## src/rtl/fetch_stage.sv

```systemverilog
// fetch_stage: IF stage plus IF/ID pipeline register for the 5-stage RV32I pipeline.
// Holds the PC, fetches over an imem req/ack handshake, buffers one returned
// instruction across load-use stalls and discards stale responses after redirects.
//
// Ports:
//   clk, reset_x                  clock, synchronous active-high reset
//   Fi_stall                      hazard-unit F/D hold
//   Ei_PCSrc, Ei_*Target          E-stage redirect (01 branch, 10 jalr, 11 trap)
//   Di_jal, Di_jalTarget          D-stage jal redirect (ignored while stalled)
//   Fo_iReq, Fo_iAddr             imem request and word address
//   Fi_iAck, Fi_iData             imem response
//   Do_instr/PC/PCplus4/valid     IF/ID register contents to decode
//   Fo_bubbleCnt, Fo_redirectCnt  perf counters (macro FETCH_PERF_EN, else 0)
module fetch_stage #(
    parameter logic [31:0] RESET_PC    = 32'h0000_0000,
    parameter logic [31:0] TRAP_VECTOR = 32'h0000_0100
) (
    input  logic        clk,
    input  logic        reset_x,
    input  logic        Fi_stall,
    input  logic [1:0]  Ei_PCSrc,
    input  logic [31:0] Ei_branchTarget,
    input  logic [31:0] Ei_jalrTarget,
    input  logic        Di_jal,
    input  logic [31:0] Di_jalTarget,
    output logic        Fo_iReq,
    output logic [31:0] Fo_iAddr,
    input  logic        Fi_iAck,
    input  logic [31:0] Fi_iData,
    output logic [31:0] Do_instr,
    output logic [31:0] Do_PC,
    output logic [31:0] Do_PCplus4,
    output logic        Do_valid,
    output logic [31:0] Fo_bubbleCnt,
    output logic [31:0] Fo_redirectCnt
);

    localparam logic [31:0] NOP = 32'h0000_0013;

    typedef enum logic [1:0] {
        S_IDLE = 2'd0,
        S_REQ  = 2'd1,
        S_SKID = 2'd2,
        S_DROP = 2'd3
    } state_e;

    state_e      state_q, state_d;
    logic [31:0] pc_q, pc_d;
    logic [31:0] skid_q, skid_d;
    logic [31:0] pend_q, pend_d;
    logic        req_q, req_d;
    logic [31:0] instr_q, instr_d;
    logic [31:0] dpc_q, dpc_d;
    logic [31:0] dpc4_q, dpc4_d;
    logic        valid_q, valid_d;

    logic        e_redir_c, d_redir_c, redir_c, bubble_c;
    logic [31:0] target_raw_c, target_c, pc_plus4_c;

    // Redirect selection: E beats D; D jal is only accepted when not stalled.
    always_comb begin
        e_redir_c = (Ei_PCSrc != 2'b00);
        d_redir_c = Di_jal & ~Fi_stall;
        redir_c   = e_redir_c | d_redir_c;
        case (Ei_PCSrc)
            2'b01:   target_raw_c = Ei_branchTarget;
            2'b10:   target_raw_c = Ei_jalrTarget;
            2'b11:   target_raw_c = TRAP_VECTOR;
            default: target_raw_c = Di_jalTarget;
        endcase
        target_c   = {target_raw_c[31:2], 2'b00};
        pc_plus4_c = pc_q + 32'd4;
    end

    // Next-state, PC and IF/ID update.
    always_comb begin
        state_d  = state_q;
        pc_d     = pc_q;
        skid_d   = skid_q;
        pend_d   = pend_q;
        instr_d  = instr_q;
        dpc_d    = dpc_q;
        dpc4_d   = dpc4_q;
        valid_d  = valid_q;
        bubble_c = 1'b0;

        case (state_q)
            S_IDLE: begin
                state_d = S_REQ;
                if (redir_c) begin
                    pc_d     = target_c;
                    bubble_c = 1'b1;
                end
            end
            S_REQ: begin
                if (Fi_iAck) begin
                    if (redir_c) begin
                        pc_d     = target_c;
                        bubble_c = 1'b1;
                    end else if (!Fi_stall) begin
                        instr_d = Fi_iData;
                        dpc_d   = pc_q;
                        dpc4_d  = pc_plus4_c;
                        valid_d = 1'b1;
                        pc_d    = pc_plus4_c;
                    end else begin
                        skid_d  = Fi_iData;
                        state_d = S_SKID;
                    end
                end else if (redir_c) begin
                    // Keep the stale address on the bus until memory answers it.
                    pend_d   = target_c;
                    state_d  = S_DROP;
                    bubble_c = 1'b1;
                end else if (!Fi_stall) begin
                    bubble_c = 1'b1;
                end
            end
            S_SKID: begin
                if (redir_c) begin
                    pc_d     = target_c;
                    state_d  = S_REQ;
                    bubble_c = 1'b1;
                end else if (!Fi_stall) begin
                    instr_d = skid_q;
                    dpc_d   = pc_q;
                    dpc4_d  = pc_plus4_c;
                    valid_d = 1'b1;
                    pc_d    = pc_plus4_c;
                    state_d = S_REQ;
                end
            end
            S_DROP: begin
                if (redir_c) begin
                    pend_d   = target_c;
                    bubble_c = 1'b1;
                end else if (!Fi_stall) begin
                    bubble_c = 1'b1;
                end
                if (Fi_iAck) begin
                    pc_d    = redir_c ? target_c : pend_q;
                    state_d = S_REQ;
                end
            end
            default: state_d = S_IDLE;
        endcase

        if (bubble_c) begin
            instr_d = NOP;
            valid_d = 1'b0;
        end

        req_d = (state_d == S_REQ) || (state_d == S_DROP);
    end

    // State and pipeline registers.
    always_ff @(posedge clk) begin
        if (reset_x) begin
            state_q <= S_IDLE;
            pc_q    <= RESET_PC;
            skid_q  <= NOP;
            pend_q  <= RESET_PC;
            req_q   <= 1'b0;
            instr_q <= NOP;
            dpc_q   <= 32'd0;
            dpc4_q  <= 32'd0;
            valid_q <= 1'b0;
        end else begin
            state_q <= state_d;
            pc_q    <= pc_d;
            skid_q  <= skid_d;
            pend_q  <= pend_d;
            req_q   <= req_d;
            instr_q <= instr_d;
            dpc_q   <= dpc_d;
            dpc4_q  <= dpc4_d;
            valid_q <= valid_d;
        end
    end

    assign Fo_iReq    = req_q;
    assign Fo_iAddr   = pc_q;
    assign Do_instr   = instr_q;
    assign Do_PC      = dpc_q;
    assign Do_PCplus4 = dpc4_q;
    assign Do_valid   = valid_q;

`ifdef FETCH_PERF_EN
    logic [31:0] bubble_cnt_q, redirect_cnt_q;

    // Bubble and redirect event counters, free-running and wrapping.
    always_ff @(posedge clk) begin
        if (reset_x) begin
            bubble_cnt_q   <= 32'd0;
            redirect_cnt_q <= 32'd0;
        end else begin
            if (bubble_c) bubble_cnt_q <= bubble_cnt_q + 32'd1;
            if (redir_c)  redirect_cnt_q <= redirect_cnt_q + 32'd1;
        end
    end

    assign Fo_bubbleCnt   = bubble_cnt_q;
    assign Fo_redirectCnt = redirect_cnt_q;
`else
    assign Fo_bubbleCnt   = 32'd0;
    assign Fo_redirectCnt = 32'd0;
`endif

endmodule

```

## config.mk

```make
export PLATFORM = sky130hd
export DESIGN_NAME = fetch_stage
export DESIGN_NICKNAME = d
export VERILOG_FILES = /design/src/rtl/fetch_stage.sv
export SDC_FILE = /design/constraint.sdc
export NUM_CORES = 1
export LEC_CHECK = 0
export BUFFER_PORTS_ARGS = -buffer_cell sky130_fd_sc_hd__buf_2
export CAP_MARGIN = 10
export CELL_PAD_IN_SITES_DETAIL_PLACEMENT = 0
export CELL_PAD_IN_SITES_GLOBAL_PLACEMENT = 1
export CORE_MARGIN = 10
export CORE_UTILIZATION = 36
export CTS_BUF_LIST = sky130_fd_sc_hd__clkbuf_8 sky130_fd_sc_hd__clkbuf_16
export CTS_CLUSTER_SIZE = 14
export DETAILED_ROUTE_END_ITERATION = 8
export MAX_ROUTING_LAYER = met4
export PLACE_DENSITY_LB_ADDON = 0.1
export SYNTH_ARGS = -nofsm -noshare
export SYNTH_HDL_FRONTEND = slang
export SYNTH_SLANG_ARGS = --single-unit
```

## constraint.sdc

```tcl
create_clock -name clk -period 2.6 [get_ports clk]
set_input_delay 0 -clock clk [delete_from_list [all_inputs] [get_ports clk]]
set_output_delay 0 -clock clk [all_outputs]
set_load 0.05 [all_outputs]
```

# Word-level counts from Yosys, hierarchy flattened
# Cells that the tools add are included.
[op_classes] eq_ne=16 div_mod_pow=0 n_shift=0 reduce_logical=12 addsub=1 n_mul=0 n_bitwise=4 magnitude_cmp=0 muxes=41
[ops] operator="32-bit two-way mux" n=18
[ops] operator="32-bit one-hot mux with 2 select lines" n=4
[ops] operator="32-bit one-hot mux with 4 select lines" n=1
[ops] operator="32-bit one-hot mux with 3 select lines" n=1
[ops] operator="32-bit by 3-bit adder with 32-bit output (second input constant)" n=1
[ops] operator="2-bit != test (second input constant)" n=8
[ops] operator="2-bit two-way mux" n=7
[ops] operator="2-bit equality test (second input constant)" n=5
[ops] operator="2-bit one-hot mux with 4 select lines" n=1
[ops] operator="1-bit two-way mux" n=7
[ops] operator="2-bit by 1-bit equality test with 1-bit output (second input constant)" n=3
[ops] operator="6-bit AND reduction" n=1
[ops] operator="2-bit nonzero test" n=3
[ops] operator="2-bit AND reduction" n=2
[ops] operator="4-bit AND reduction" n=1
[ops] operator="2-bit OR reduction" n=2
[ops] operator="1-bit one-hot mux with 3 select lines" n=1
[ops] operator="3-bit AND reduction" n=1
[ops] operator="2-bit logical NOT" n=1
[ops] operator="1-bit inverter" n=2
[ops] operator="1-bit one-hot mux with 2 select lines" n=1
[ops] operator="1-bit AND" n=1
[ops] operator="1-bit logical OR" n=1
[ops] operator="1-bit OR" n=1
[totals] in_bits=135 reg_bits=196 rom_bits=0 memories=0 output_inout_bits=194 latchBits=0 elab_cells=83 ram_bits=0

# Depth between registers and ports, before layout
# Gate-level depths: netlist (run 1).
[logic_depth] ltp_word=8 mapped_depth=10 ltp_nobuf=8

# Worst setup path after synthesis (run 1)
# Ideal clock, no wire load.
[synth_path] path_kind="reg2reg" startpoint="register pc_q[8] (netlist: Fo_iAddr[8])" endpoint="register pc_q[24] (netlist: Fo_iAddr[24])" n_path_buf=2 period_less_slack_ns=2.201 required_time_ns=2.439 path_stages_with_launch=8 path_slack_ns=0.399 arrival_time_ns=2.039 setup_ns=0.161 path_cell_list="dfxtp_1 -> buf_2 -> and4_4 -> and4_4 -> buf_6 -> nand4_4 -> nor4b_1 -> a2111oi_2"
[synth_between] elab_chain_len=5
[synth_rtl] element="from (decl)" line_no="48" source="logic [31:0] pc_q, pc_d;"
[synth_rtl] element="from (signal assigned)" line_no="170" source="pc_q <= pc_d;"
[synth_rtl] element="32-bit by 3-bit adder with 32-bit output (*)" line_no="72" source="pc_plus4_c = pc_q + 32'd4;"
[synth_rtl] element="32-bit two-way mux (*)" line_no="100, 124"
[synth_rtl] element="32-bit two-way mux (*)" line_no="120" source="if (redir_c) begin"
[synth_rtl] element="32-bit two-way mux" line_no="96" source="if (Fi_iAck) begin"
[synth_rtl] element="32-bit one-hot mux with 4 select lines (*)" line_no="87" source="case (state_q)"
# Every way passes the cells marked *; elsewhere a longest branch is shown, timed or not. The select of a mux whose other input is x is not followed.
# A chain may end at the register's enable or synchronous reset.

# Final worst setup path (run 1)
[layout_path] startpoint="register state_q[1]" endpoint="register skid_q[31]"
[layout_between] elab_chain_len=2
[layout_rtl] element="from (decl)" line_no="47" source="state_e state_q, state_d;"
[layout_rtl] element="from (signal assigned)" line_no="169" source="state_q <= state_d;"
[layout_rtl] element="2-bit by 1-bit equality test with 1-bit output" line_no="87"
[layout_rtl] element="4-bit AND reduction (no source line)"
[layout_rtl] element="to (signal assigned)" line_no="171" source="skid_q <= skid_d;"
[layout_rtl] element="to (decl)" line_no="49" source="logic [31:0] skid_q, skid_d;"
# Every way passes these cells.

==> summary.txt, run 1 <==
====================================================================================
Slew margin rel.                                                               45.9%
Largest net degree at the start of global routing                                111
Measured slew at the worst slew-check pin                                     803 ps
Violation count after the first detailed-route iteration                         541
Cell-by-cell trace of the critical path                                 inv_1 -> ha_1 -> nand2_1 -> nor2_2 -> buf_4 -> nand2_1 -> a21oi_1 -> dlygate4sd3_1
Synth top area share                                                           39.4%
Placed instance count                                                           1789
Overflow left after global routing                                                 0
FP Rows                                                                           60
Multiplexer share of the synthesized area                                      6.31%
Adder and majority gate portion of the synthesized area                       0.635%
Fraction of registers with async set/reset                                        0%
YS warnings                                                                        0
Die height                                                                    185 um
Post-synth EDFFs                                                                   0
Top Layer Used                                                                  met4
Combined area of all synthesized cells                                  0.00985 sq mm
Sequential share of the synthesized area                                       39.4%
Wire length per cell after detailed routing                                  18.8 um
Total negative setup slack                                                      0 ps
Starting density of the core                                                   36.5%
Ratio of total power to cell area                                        597 mW/mm^2
CTS max path bufs                                                                  2
Post-synthesis xor/xnor area fraction                                          2.49%
Placeable core region                                                   0.0270 sq mm
Initial antenna violation count                                                    0
Post-CTS Resized                                                                   0
Hpwl dp                                                                     26000 um
Slowest cell on crit path                                               dlygate4sd3_1
Number of maximum-capacitance constraint violations                                0
Via count                                                                       9447
Total I/O pin count                                                              329
Clock-pin slew on the worst setup and hold paths                               80 ps
Final count of negative-setup-slack endpoints                                      0
Category of the worst setup path launch point                              flip-flop
Number of cells produced by synthesis                                           1236
Count of nets after finishing                                                   1673
Drt drc                                                                            0
Port Buffer Count                                                                258
P&R area growth vs syn                                                         27.9%
Primary FF master, synth                                                     dfxtp_1
Worst voltage drop across the vdd grid                                        477 uV
Worst Path Max Fanout                                                             32
First-pass GRT wire length                                                  53900 um
Final period util                                                              91.2%
Total global routing track utilization                                         20.6%
Critical setup path kind                                                flip-flop to flip-flop
Total Wirelength                                                            35400 um
Global placer's final weighted congestion                                      0.852
Routed length on met2                                                       15900 um
Cell repeated most along the worst path                                      nand2_1
Die X                                                                         185 um
Mean instance size in the synthesized netlist                             7.97 sq um
Clock latency on the worst-skew pair                                          450 ps
Library cell with the largest summed area after synthesis                    dfxtp_1
Number of buffers inserted for hold repair after clock tree synthesis             66
Compound-Gate Fraction of Synth Area                                           20.8%
Routed length on met1                                                       17400 um
Number of flip-flops and latches in the synthesized netlist                      194
Post-route minimum period                                                    2370 ps
Data required time at the worst endpoint                                     2990 ps
Clock root buffer                                                          clkbuf_16
Routed vias/inst                                                                5.01
Final standard cell count with taps included and fillers excluded               1887
Antenna viol nets, final                                                           0
List of most frequent post-synthesis cells                              dfxtp_1, nand2_1, nor2_1
Worst Skew                                                                   13.3 ps
TritonCTS clock tree                                                            done
Dominant combinational cell family by area after synthesis              compound AO/OA/AOI/OAI gates
Library cell with the highest instance count after synthesis                 dfxtp_1
Fraction of final layout cells sized beyond drive strength 1                   24.4%
Cell types occupying the most area after synthesis                      dfxtp_1, nand2_1, mux2i_1
DRT Pass-1 Iters                                                                   5
Leak pwr                                                                     5.32 nW
Max stage delay on crit path                                                  580 ps
Met3 wire length                                                             1920 um
Die Area                                                                0.0344 sq mm
Clock H-tree levels                                                                4
Final Hold Viols                                                                   0
Critical path data arrival time                                              2760 ps
Simple-gate portion of the synthesized area                                    19.9%
Capturing element type of the critical path                                flip-flop
Post-CTS Repair Setup Buffers                                                      0
Top achievable clock speed                                                 0.422 GHz
Result of the run                                                       finished, final reports clean
HP Class                                                                input port to flip-flop
Unrepaired setup endpoints after global routing                                   no
Number of sinks handled by clock tree synthesis                                  194
Number of global-route vias before repair                                       9423
Final slew viol count                                                              0
CTS buffer count                                                                  17
Ant diodes                                                                         0
Count of cell types in the netlist                                                76
====================================================================================
[power by group]
group          switching, mW  internal [mW]  leakage (nW)
registers              0.115           3.09          1.58
logic                   1.10          0.488          3.46
clock network           1.35           1.37         0.291
[cells in the final DEF, fill, tap and decap left out, types with 19 or more instances in the layout]
| master | netlist | layout |
|---|---|---|
| buf_2 | 33 | 257 |
| dfxtp_1 | 194 | 194 |
| nand2_1 | 189 | 189 |
| nor2_1 | 144 | 143 |
| a21oi_1 | 113 | 113 |
| a211oi_1 | 71 | 71 |
| o21ai_0 | 67 | 67 |
| dlygate4sd3_1 | 0 | 66 |
| conb_1 | 1 | 64 |
| mux2i_1 | 61 | 61 |
| buf_4 | 81 | 52 |
| nand3_1 | 27 | 26 |
| nor3_1 | 22 | 22 |
| xor2_1 | 19 | 19 |
[per-stage QoR]
step / power (mW) / utilization (%) / setup WS (ps) / hold WS, ps / instance area [sq um]
final: 7.52 / 46.8 / 229 / 0.705 / 12600
after global routing: 7.82 / 46.8 / 6.64 / 37.4 / 12600
after CTS: 7.58 / 46.8 / 271 / 3.04 / 12600
after detailed placement: 4.81 / 42.1 / 333 / 252 / 11300
after global placement: 4.80 / 42.1 / 355 / 247 / 11300
after floorplan: 4.36 / - / 399 / 124 / 10100
[worst paths after layout]
check        slack, ps              startpoint  cells past startpoint                 endpoint
min reg2reg        450  Do_PC[17]$_SDFFE_PP0P_                      2   Do_PC[17]$_SDFFE_PP0P_
max                230   state_q[1]$_SDFF_PP0_                      8  skid_q[31]$_SDFFE_PP0P_
min                0.7        Ei_jalrTarget[3]                      5   pend_q[3]$_SDFFE_PP0P_
max reg2reg        230   state_q[1]$_SDFF_PP0_                      8  skid_q[31]$_SDFFE_PP0P_
[layer usage]
metal  global-route usage (%)  vias up
met4                     4.13        0
met2                     31.7      329
met5                        -        -
met1                     28.0     4327
met3                     3.10       20
li1                         -     4771
[logic make-up (layout without fill, tap and decap cells)]
kind of cell | after synthesis | count (layout)
fa+ha+maj | 5 | 5
flops | 194 | 194
other cells | 1 | 64
buf+inv | 178 | 425
simple gates | 443 | 443
compound gates | 325 | 325
mux | 62 | 62
xor+xnor | 28 | 28
[cell type report]
class                   instances  area (sq um)
flip-flops and latches        194          3880
clock buffers                  17           425
multi-input cells             927          5190
fillers                      2741         14300
clock inverters                15           169
well taps                     341           427
repair buffers                381          2460
inverters                      12          45.0
[worst max-delay path, delay by kind of cell (launching register included)]
kind / cells / cell delay (ps)
buf+inv: 3 / 1030
flops: 1 / 340
fa+ha+maj: 1 / 330
simple gates: 3 / 470
compound gates: 1 / 150
[registers in the layout (all words and copies together) (netlist names)]
| name | count |
|---|---|
| skid_q | 32 |
| pend_q | 32 |
| state_q | 2 |
| Do_valid | 1 |
| Do_PC | 30 |
| Fo_iAddr | 32 |
| Do_PCplus4 | 32 |
| Do_instr | 32 |
| Fo_iReq | 1 |
Note: power is estimated with default switching activity, not from simulation.
==> run 2: changes to the inputs <==
--- a/config.mk
+++ b/config.mk
@@ -10,7 +10,7 @@
 export CELL_PAD_IN_SITES_DETAIL_PLACEMENT = 0
 export CELL_PAD_IN_SITES_GLOBAL_PLACEMENT = 1
 export CORE_MARGIN = 10
-export CORE_UTILIZATION = 36
+export CORE_UTILIZATION = 39
 export CTS_BUF_LIST = sky130_fd_sc_hd__clkbuf_8 sky130_fd_sc_hd__clkbuf_16
 export CTS_CLUSTER_SIZE = 14
 export DETAILED_ROUTE_END_ITERATION = 8
==> constraint.sdc (replaced) <==
create_clock -name clk -period 2.95 [get_ports clk]
set_input_delay 0 -clock clk [delete_from_list [all_inputs] [get_ports clk]]
set_output_delay 0 -clock clk [all_outputs]
set_load 0.05 [all_outputs]
==> run 2 against run 1 <==
  * Sequential share of layout area grew 1.1 points
  * Clock skew rose by 4.3 ps
  * Power is 13% lower
  * First-iteration DRC count increased by 8.7%
  * Register-to-register slack improved by 350 ps
  * Critical path depth down 2
  * Largest power group unchanged
==> summary.txt, run 2 (synthesis gave the netlist of run 1 again) <==
=====================================================================================
CTS max path bufs                                                                   2
Number of maximum-capacitance constraint violations                                 0
FP Rows                                                                            58
Die Area                                                                 0.0320 sq mm
Clock latency on the worst-skew pair                                           440 ps
Antenna viol nets, final                                                            0
Util after Layout                                                               48.5%
Cell-by-cell trace of the critical path                                  inv_1 -> ha_1 -> nand2_1 -> a211oi_1 -> a21bo_2 -> a311oi_1
Number of global-route vias before repair                                        9149
Post-CTS Resized                                                                    0
Routed vias/inst                                                                 5.03
Initial antenna violation count                                                     0
Via count                                                                        9207
Largest net degree at the start of global routing                                  91
Total I/O pin count                                                               329
Post-CTS Repair Setup Buffers                                                       0
Clock root buffer                                                           clkbuf_16
Fraction of final layout cells sized beyond drive strength 1                    23.9%
Final slew viol count                                                               0
First-pass GRT wire length                                                   51300 um
Number of sinks handled by clock tree synthesis                                   194
Slowest cell on crit path                                                        ha_1
Hpwl dp                                                                      24300 um
Worst Path Max Fanout                                                              13
Category of the worst setup path launch point                               flip-flop
Count of nets after finishing                                                    1628
Wire length per cell after detailed routing                                   18.3 um
Top achievable clock speed                                                  0.421 GHz
Final period util                                                               80.5%
Unrepaired setup endpoints after global routing                                    no
TritonCTS clock tree                                                             done
CTS buffer count                                                                   17
Violation count after the first detailed-route iteration                          588
Overflow left after global routing                                                  0
Setup slack of the critical path after layout                                  575 ps
Post-route minimum period                                                     2380 ps
Capturing element type of the critical path                                 flip-flop
Ant diodes                                                                          0
Clock H-tree levels                                                                 4
Die X                                                                          179 um
Starting density of the core                                                    39.3%
Ratio of total power to cell area                                         537 mW/mm^2
Data required time at the worst endpoint                                      3290 ps
HP Class                                                                 input port to flip-flop
Die height                                                                     179 um
Final count of negative-setup-slack endpoints                                       0
Measured slew at the worst slew-check pin                                      693 ps
Final Hold Viols                                                                    0
DRT Pass-1 Iters                                                                    5
Max stage delay on crit path                                                   600 ps
Most used cells in the layout excluding fill and tap cells               buf_2, dfxtp_1, nand2_1, nor2_1, a21oi_1
Port Buffer Count                                                                 258
Total global routing track utilization                                          20.8%
Total Wirelength                                                             33500 um
Critical path data arrival time                                               2710 ps
Worst Skew                                                                    17.6 ps
Worst voltage drop across the vdd grid                                         309 uV
Worst-case setup slack after placement                                         672 ps
Leak pwr                                                                      5.04 nW
Total negative setup slack                                                       0 ps
Placeable core region                                                    0.0250 sq mm
Result of the run                                                        finished, final reports clean
PnR Total Power                                                               6.52 mW
Most frequent standard cell in the layout excluding fill and tap cells          buf_2
Global placer's final weighted congestion                                       0.839
Critical setup path kind                                                 flip-flop to flip-flop
Drt drc                                                                             0
P&R area growth vs syn                                                          23.4%
Clock-pin slew on the worst setup and hold paths                                70 ps
Slew margin rel.                                                                53.6%
=====================================================================================
run 2: cell count changes in the layout (fill, tap and decap cells not counted), moves of 2 or more:
| cell | change |
|---|---|
| buf_12 | -3 |
| buf_4 | -16 |
| clkinv_8 | +2 |
| dlygate4sd3_1 | -26 |
| inv_8 | -2 |
run 2: cell type report:
type                    instances  area (sq um)
fillers                      2618         12900
multi-input cells             927          5190
repair buffers                336          2020
clock buffers                  18           439
flip-flops and latches        194          3880
inverters                      12          45.0
clock inverters                14           161
well taps                     330           413
run 2: worst paths after layout:
check | startpoint | to | slack, ps | cells past startpoint
worst min register to register | skid_q[15]$_SDFFE_PP0P_ | skid_q[15]$_SDFFE_PP0P_ | 450 | 2
worst max-delay path | state_q[0]$_SDFF_PP0_ | Fo_iAddr[12]$_SDFFE_PP0P_ | 570 | 6
worst min-delay path | Ei_jalrTarget[11] | pend_q[11]$_SDFFE_PP0P_ | 0.3 | 3
worst max register to register | state_q[0]$_SDFF_PP0_ | Fo_iAddr[12]$_SDFFE_PP0P_ | 570 | 6
run 2: per-layer routing:
metal | up-vias | part of all wire (%) | global-route usage, %
li1 | 4681 | - | -
met1 | 4268 | 41 | 24.1
met2 | 215 | 52 | 36.1
met3 | 43 | 5.0 | 4.00
met4 | 0 | 1.9 | 5.48
met5 | - | 0 | -
run 2: per-stage QoR:
step                hold WS [ps]  area [sq um]  cells
global route                36.8         12200   1831
CTS                         3.13         12200   1831
finish                     0.285         12200   1831
global placement             230         11200   1759
floorplan                    124         10100   1299
detailed placement           239         11200   1759
run 2: critical path, delay by kind of cell, from the launching register on:
family | cells | cell delay (ps)
compound gates | 3 | 1040
buf+inv | 1 | 90
fa+ha+maj | 1 | 600
flops | 1 | 380
simple gates | 1 | 160
run 2: report_power, final:
| part | internal (mW) | switching [mW] |
|---|---|---|
| logic | 0.401 | 0.934 |
| clock network | 1.17 | 1.19 |
| registers | 2.72 | 0.111 |
| total | 4.29 | 2.23 |
run 2: timing repair:
| item | CTS | global route |
|---|---|---|
| setup endpoints to repair | 0 | 0 |
| endpoints found under the hold margin | 72 | 0 |
| hold buffers | 40 | 0 |
